--- config.mk ---
export PLATFORM = sky130hd
export DESIGN_NAME = vmm_sequencer
export DESIGN_NICKNAME = d
export VERILOG_FILES = /design/src/rtl/vmm_sequencer.sv
export SDC_FILE = /design/constraint.sdc
export NUM_CORES = 1
export LEC_CHECK = 0
export BUFFER_PORTS_ARGS = -buffer_cell sky130_fd_sc_hd__clkbuf_2
export CAP_MARGIN = 20
export CORE_MARGIN = 3
export CORE_UTILIZATION = 30
export CTS_BUF_LIST = sky130_fd_sc_hd__clkbuf_2 sky130_fd_sc_hd__clkbuf_4 sky130_fd_sc_hd__clkbuf_8
export DETAILED_ROUTE_END_ITERATION = 8
export GPL_ROUTABILITY_DRIVEN = 0
export GPL_TIMING_DRIVEN = 0
export SYNTH_ARGS = -nofsm -noshare
export SYNTH_HDL_FRONTEND = slang
export SYNTH_SLANG_ARGS = --single-unit
--- constraint.sdc ---
create_clock -name vmm_clk -period 8.7 [get_ports vmm_clk]
set_input_delay 2.175 -clock vmm_clk [delete_from_list [all_inputs] [get_ports vmm_clk]]
set_output_delay 2.175 -clock vmm_clk [all_outputs]
set_load 0.05 [all_outputs]
--- src/rtl/vmm_sequencer.sv ---
// -----------------------------------------------------------------------------
// vmm_sequencer
//   Control FSM for one vector-matrix product out[j] = sum_i x[i]*W[i][j] on the
//   shared MAC datapath. Column j is the outer loop and row i is the inner loop.
//   Each finished column sum is registered and offered on a valid/ready port.
//   A single-step mode lets a board key advance the sequence one move at a time.
//
// Ports
//   vmm_clk      clock
//   rst          asynchronous reset, active-high
//   start_i      begin a pass (looked at only in IDLE)
//   abort_i      abandon the pass and return to IDLE
//   step_en_i    1 = single-step mode
//   step_i       one-cycle advance pulse (used only in step mode)
//   x_addr_o     x memory address (= i)
//   w_addr_o     W memory address (= i*M + j)
//   mac_clr_o    clear the accumulator this cycle
//   mac_en_o     accumulate the memory read data this cycle
//   acc_i        registered accumulator value from the MAC
//   res_valid_o  column result valid
//   res_ready_i  consumer accepts the result
//   res_data_o   registered column result
//   res_col_o    column index of res_data_o
//   busy_o       high in every state except IDLE
//   done_o       high while in DONE (pass complete)
//   state_o      state code for the debug display
//   i_o, j_o     current indices for the debug display
// -----------------------------------------------------------------------------
module vmm_sequencer #(
  parameter int L     = 5,
  parameter int M     = 5,
  parameter int OUT_W = 10,
  parameter int IW    = $clog2(L),
  parameter int JW    = $clog2(M),
  parameter int WAW   = $clog2(L * M)
) (
  input  logic             vmm_clk,
  input  logic             rst,
  input  logic             start_i,
  input  logic             abort_i,
  input  logic             step_en_i,
  input  logic             step_i,
  output logic [IW-1:0]    x_addr_o,
  output logic [WAW-1:0]   w_addr_o,
  output logic             mac_clr_o,
  output logic             mac_en_o,
  input  logic [OUT_W-1:0] acc_i,
  output logic             res_valid_o,
  input  logic             res_ready_i,
  output logic [OUT_W-1:0] res_data_o,
  output logic [JW-1:0]    res_col_o,
  output logic             busy_o,
  output logic             done_o,
  output logic [2:0]       state_o,
  output logic [IW-1:0]    i_o,
  output logic [JW-1:0]    j_o
);

  typedef enum logic [2:0] {
    S_IDLE  = 3'd0,
    S_CLR   = 3'd1,
    S_FETCH = 3'd2,
    S_ACC   = 3'd3,
    S_DRAIN = 3'd4,
    S_OUT   = 3'd5,
    S_DONE  = 3'd6
  } state_t;

  state_t           state_q, state_d;
  logic [IW-1:0]    i_q, i_d;
  logic [JW-1:0]    j_q, j_d;
  logic [IW-1:0]    x_addr_q, x_addr_d;
  logic [WAW-1:0]   w_addr_q, w_addr_d;
  logic [OUT_W-1:0] res_data_q, res_data_d;
  logic [JW-1:0]    res_col_q, res_col_d;
  logic             mac_clr_d;
  logic             mac_en_d;

  // In free-running mode every timed state advances each cycle; in step mode
  // only on a step pulse. IDLE and OUT ignore this.
  logic adv;
  assign adv = ~step_en_i | step_i;

  always_ff @(posedge vmm_clk or posedge rst) begin
    if (rst) begin
      state_q    <= S_IDLE;
      i_q        <= '0;
      j_q        <= '0;
      x_addr_q   <= '0;
      w_addr_q   <= '0;
      res_data_q <= '0;
      res_col_q  <= '0;
    end else begin
      state_q    <= state_d;
      i_q        <= i_d;
      j_q        <= j_d;
      x_addr_q   <= x_addr_d;
      w_addr_q   <= w_addr_d;
      res_data_q <= res_data_d;
      res_col_q  <= res_col_d;
    end
  end

  always_comb begin
    state_d    = state_q;
    i_d        = i_q;
    j_d        = j_q;
    x_addr_d   = x_addr_q;
    w_addr_d   = w_addr_q;
    res_data_d = res_data_q;
    res_col_d  = res_col_q;
    mac_clr_d  = 1'b0;
    mac_en_d   = 1'b0;

    case (state_q)
      S_IDLE: begin
        if (start_i && !abort_i) begin
          state_d = S_CLR;
          i_d     = '0;
          j_d     = '0;
        end
      end
      S_CLR: begin
        mac_clr_d = 1'b1;
        if (adv) state_d = S_FETCH;
      end
      S_FETCH: begin
        if (adv) state_d = S_ACC;
      end
      S_ACC: begin
        // Gate the enable with adv so a long step-mode ACC adds its element once.
        mac_en_d = adv;
        if (adv) begin
          if (i_q == IW'(L - 1)) begin
            state_d = S_DRAIN;
          end else begin
            i_d     = i_q + IW'(1);
            state_d = S_FETCH;
          end
        end
      end
      S_DRAIN: begin
        // The last accumulate landed at the end of ACC, so acc_i is final here.
        if (adv) begin
          res_data_d = acc_i;
          res_col_d  = j_q;
          state_d    = S_OUT;
        end
      end
      S_OUT: begin
        if (res_ready_i) begin
          if (j_q == JW'(M - 1)) begin
            state_d = S_DONE;
          end else begin
            j_d     = j_q + JW'(1);
            i_d     = '0;
            state_d = S_CLR;
          end
        end
      end
      S_DONE: begin
        if (adv) state_d = S_IDLE;
      end
      default: begin
        // Unused code 7: recover to a clean IDLE.
        state_d = S_IDLE;
        i_d     = '0;
        j_d     = '0;
      end
    endcase

    // Abort outranks every other transition; the last result stays visible.
    if (abort_i && (state_q != S_IDLE)) begin
      state_d = S_IDLE;
      i_d     = '0;
      j_d     = '0;
    end

    // Addresses are registered on entry to FETCH and otherwise hold, so the
    // one-cycle memory read lines up with ACC and nothing moves during DRAIN/OUT.
    if (state_d == S_FETCH) begin
      x_addr_d = i_d;
      w_addr_d = WAW'(i_d) * WAW'(M) + WAW'(j_d);
    end
  end

  assign x_addr_o    = x_addr_q;
  assign w_addr_o    = w_addr_q;
  assign mac_clr_o   = mac_clr_d;
  assign mac_en_o    = mac_en_d;
  assign res_valid_o = (state_q == S_OUT);
  assign res_data_o  = res_data_q;
  assign res_col_o   = res_col_q;
  assign busy_o      = (state_q != S_IDLE);
  assign done_o      = (state_q == S_DONE);
  assign state_o     = state_q;
  assign i_o         = i_q;
  assign j_o         = j_q;

endmodule

==> run_results.csv <==
group,metric,value,unit
layout,final_cell_mix,"clkbuf_2 (50), dfrtp_1 (30), ha_1 (12), mux2_2 (11)",
hold_path,min-delay-start,"res_col_o[0]$_DFFE_PP0P_",
route,drtAntennaViolNets,0,
timing,rsz0062_at_grt,"false",
setup_path,critPathMaxStageDelay,0.32,ns
setup_path,end_kind,"output pin",
synthesis,yosysUniqueCellTypes,43,
pwr,power-per-cell-area,270,mW/mm²
timing,slew_violations,0,
timing,fin_crit_sh,59.8,%
setup_path,critPathRequiredTime,6.53,ns
setup_path,slowest_stage,"clkbuf_2",
route,first_pass_iters,5,
synthesis,synth_area_leaders,"dfrtp_1 (44%), ha_1 (8.8%), mux2_2 (7.2%)",
timing,max-slew-margin-rel,61.6,%
timing,setup_viol,0,
timing,hold_viol,0,
clocking,ctsResizeCount,0,
clocking,postCtsHoldBufs,0,
setup_path,path_class,"input pin to output pin",
clocking,cts_buffers,5,
clocking,cts_setup_buffers,0,
layout,final_common_cell,"clkbuf_2",
pwr,p_leak,1.16,nW
route,drtIter0Drc,56,
hold_path,hp-class,"register to register",
route,avgRoutedWirePerCell,13.2,µm
clocking,cts_tree,"yes",
timing,worst_clock_skew,0.00836,ns
pwr,ir_drop,0.000125,V
synthesis,synth_seq_area_share,43.8,%
job,max_cap_violations,0,
synthesis,syn-num-nets,185,
die,core,0.00530,mm²
synthesis,syn_area,0.00171,mm²
route,totalWireLength,3750,µm
clocking,cts_root_buf,"clkbuf_8",
grt,grt_pass1_vias,1315,
layout,drive_gt1_share,42.1,%
placement,dp_hpwl,2950,µm
clocking,htree_num_levels,2,
grt,overflow,0,
setup_path,crit_path_frequent_cell,"clkbuf_2",
route,vias,1328,
die,num_rows,26,
layout,syn_to_final_growth,26.9,%
grt,grt_pass1_wl,6290,µm
timing,worst_hold_slack,0.498,ns
timing,setup_ws,3.50,ns
setup_path,arrival,3.03,ns
clocking,clock_sinks,30,
grt,antenna_found_initial,0,
setup_path,r2r-start,"j_o[0]$_DFF_PP0_",
synthesis,yosysTopAreaCell,"dfrtp_1",
setup_path,path_buf_inv,2,
layout,antennaDiodeCount,0,
grt,track_usage,12.4,%
clocking,clk_pin_slew,0.07,ns
layout,nets,243,
die,die_y,81.6,µm
run_status,status,"finished clean",
synthesis,ys_ff_latch,30,
die,die_w,81.6,µm
setup_path,cp_cell_sequence,"clkbuf_2 -> and2b_1 -> nor2_1 -> clkbuf_2",
die,start_util,32.3,%
placement,preCtsSetupSlack,3.51,ns
setup_path,critPathTopFamily,"simple AND/OR/NAND/NOR gates",
synthesis,avgSynthCellArea,11.1,µm²
route,viasPerCell,4.68,
setup_path,cp-startpoint,"step_i",
timing,setup_tns,0,ns
synthesis,synth_cells,155,
timing,worst_slew_pin_slew,0.574,ns
timing,max_freq,192,MHz
die,die_area,0.00666,mm²
synthesis,yosysTopAreaCellShare,43.8,%
clocking,cts_buffer_depth,2,
route,drc,0,
clocking,clkLatencyLatePin,0.28,ns
die,io_pins,52,
setup_path,worst_setup_path_start_kind,"input pin",
placement,portBuffers,50,
synthesis,ys.warnings.count,0,
timing,min_period,5.20,ns
setup_path,critPathMaxFanout,6,
grt,grt_start_max_net_pins,22,
[path summary, 6_finish.rpt]
| check | cells after the start | slack, ns | endpoint |
|---|---|---|---|
| max in group asynchronous | 3 | 6.36 | j_o[1]$_DFF_PP0_ |
| min in group asynchronous | 2 | 1.89 | x_addr_o[1]$_DFFE_PP0N_ |
| worst max register to register | 15 | 5.02 | w_addr_o[4]$_DFFE_PP0N_ |
| worst max-delay path | 4 | 3.50 | mac_en_o |
| worst min register to register | 2 | 0.50 | res_col_o[0]$_DFFE_PP0P_ |
| worst min-delay path | 2 | 0.50 | res_col_o[0]$_DFFE_PP0P_ |
[cell type report]
cell class	instances	area, µm²
plain buffers	7	40.0
clock buffers	7	90.1
clock inverters	1	5.00
fillers	528	3130
inverters	10	37.5
multi-input cells	108	886
flip-flops and latches	30	751
well taps	70	87.6
repair buffers	51	278
[stage by stage]
stage / instances / utilization, % / power, W / cell area [µm²]
after detailed placement: 276 / 39.2 / 0.000474 / 2080
final: 284 / 41.0 / 0.000586 / 2170
after global routing: 284 / 41.0 / 0.000628 / 2170
after CTS: 284 / 41.0 / 0.000595 / 2170
after global placement: 275 / 38.7 / 0.000469 / 2050
after floorplan: 155 / - / 0.000410 / 1710
[sequential cells by signal (all words and copies together) (netlist names)]
register    cells
res_data_o     10
w_addr_o        5
i_o             3
j_o             3
res_col_o       3
state_o         3
x_addr_o        3
[where the power goes]
| part | leakage (nW) | switching [W] | total [W] | internal [W] |
|---|---|---|---|---|
| registers | 0.409 | 0.0000161 | 0.000180 | 0.000164 |
| clock network | 0.0517 | 0.0000506 | 0.000117 | 0.0000668 |
| logic | 0.701 | 0.000200 | 0.000289 | 0.0000887 |
[worst reg2reg max path, stage by stage, from the launching register on]
cell	delay [ns]
dfrtp_1	0.39
inv_1	0.11
ha_1	0.20
nand2_1	0.15
a31o_2	0.30
a21boi_1	0.17
o21ai_0	0.10
a21oi_1	0.34
ha_1	0.30
ha_1	0.32
ha_1	0.31
a21o_1	0.16
a21oi_1	0.18
xor2_1	0.19
xnor2_1	0.08
mux2_4	0.26
[Yosys cell counts, drive strengths merged]
cell / number
dfrtp: 30
mux2: 19
ha: 12
nand2: 11
inv: 10
nor2: 10
a21oi: 9
o21ai: 8
buf: 5
nand3: 5
a21boi: 3
a31oi: 3
nand2b: 3
a21o: 2
clkbuf: 2
nor2b: 2
or3: 2
xor2: 2
a221oi: 1
a311oi: 1
a31o: 1
a32o: 1
and2: 1
and2b: 1
and3b: 1
fa: 1
nor3: 1
nor3b: 1
nor4: 1
o2111ai: 1
o211ai: 1
o22ai: 1
o311ai: 1
o31ai: 1
xnor2: 1
[cells by family (layout without fill, tap and decap cells)]
kind of cell | after synthesis | after routing | share of synthesized area, %
buffers and inverters | 17 | 76 | 4.53
muxes | 19 | 19 | 14.2
xor gates and xnor gates | 3 | 3 | 1.53
DFF | 30 | 30 | 43.8
adders and majority gates | 13 | 13 | 9.93
and+or+nand+nor | 39 | 39 | 12.7
AOI/OAI and AO/OA | 34 | 34 | 13.3
[metal layers]
layer	vias to the layer above	share of wire, %	track usage, %
li1	661	-	-
met1	620	49	17.6
met2	43	43	18.0
met3	4	6.5	3.84
met4	0	0.88	3.49
met5	-	0	0
Power figures use the tool's default switching activity.
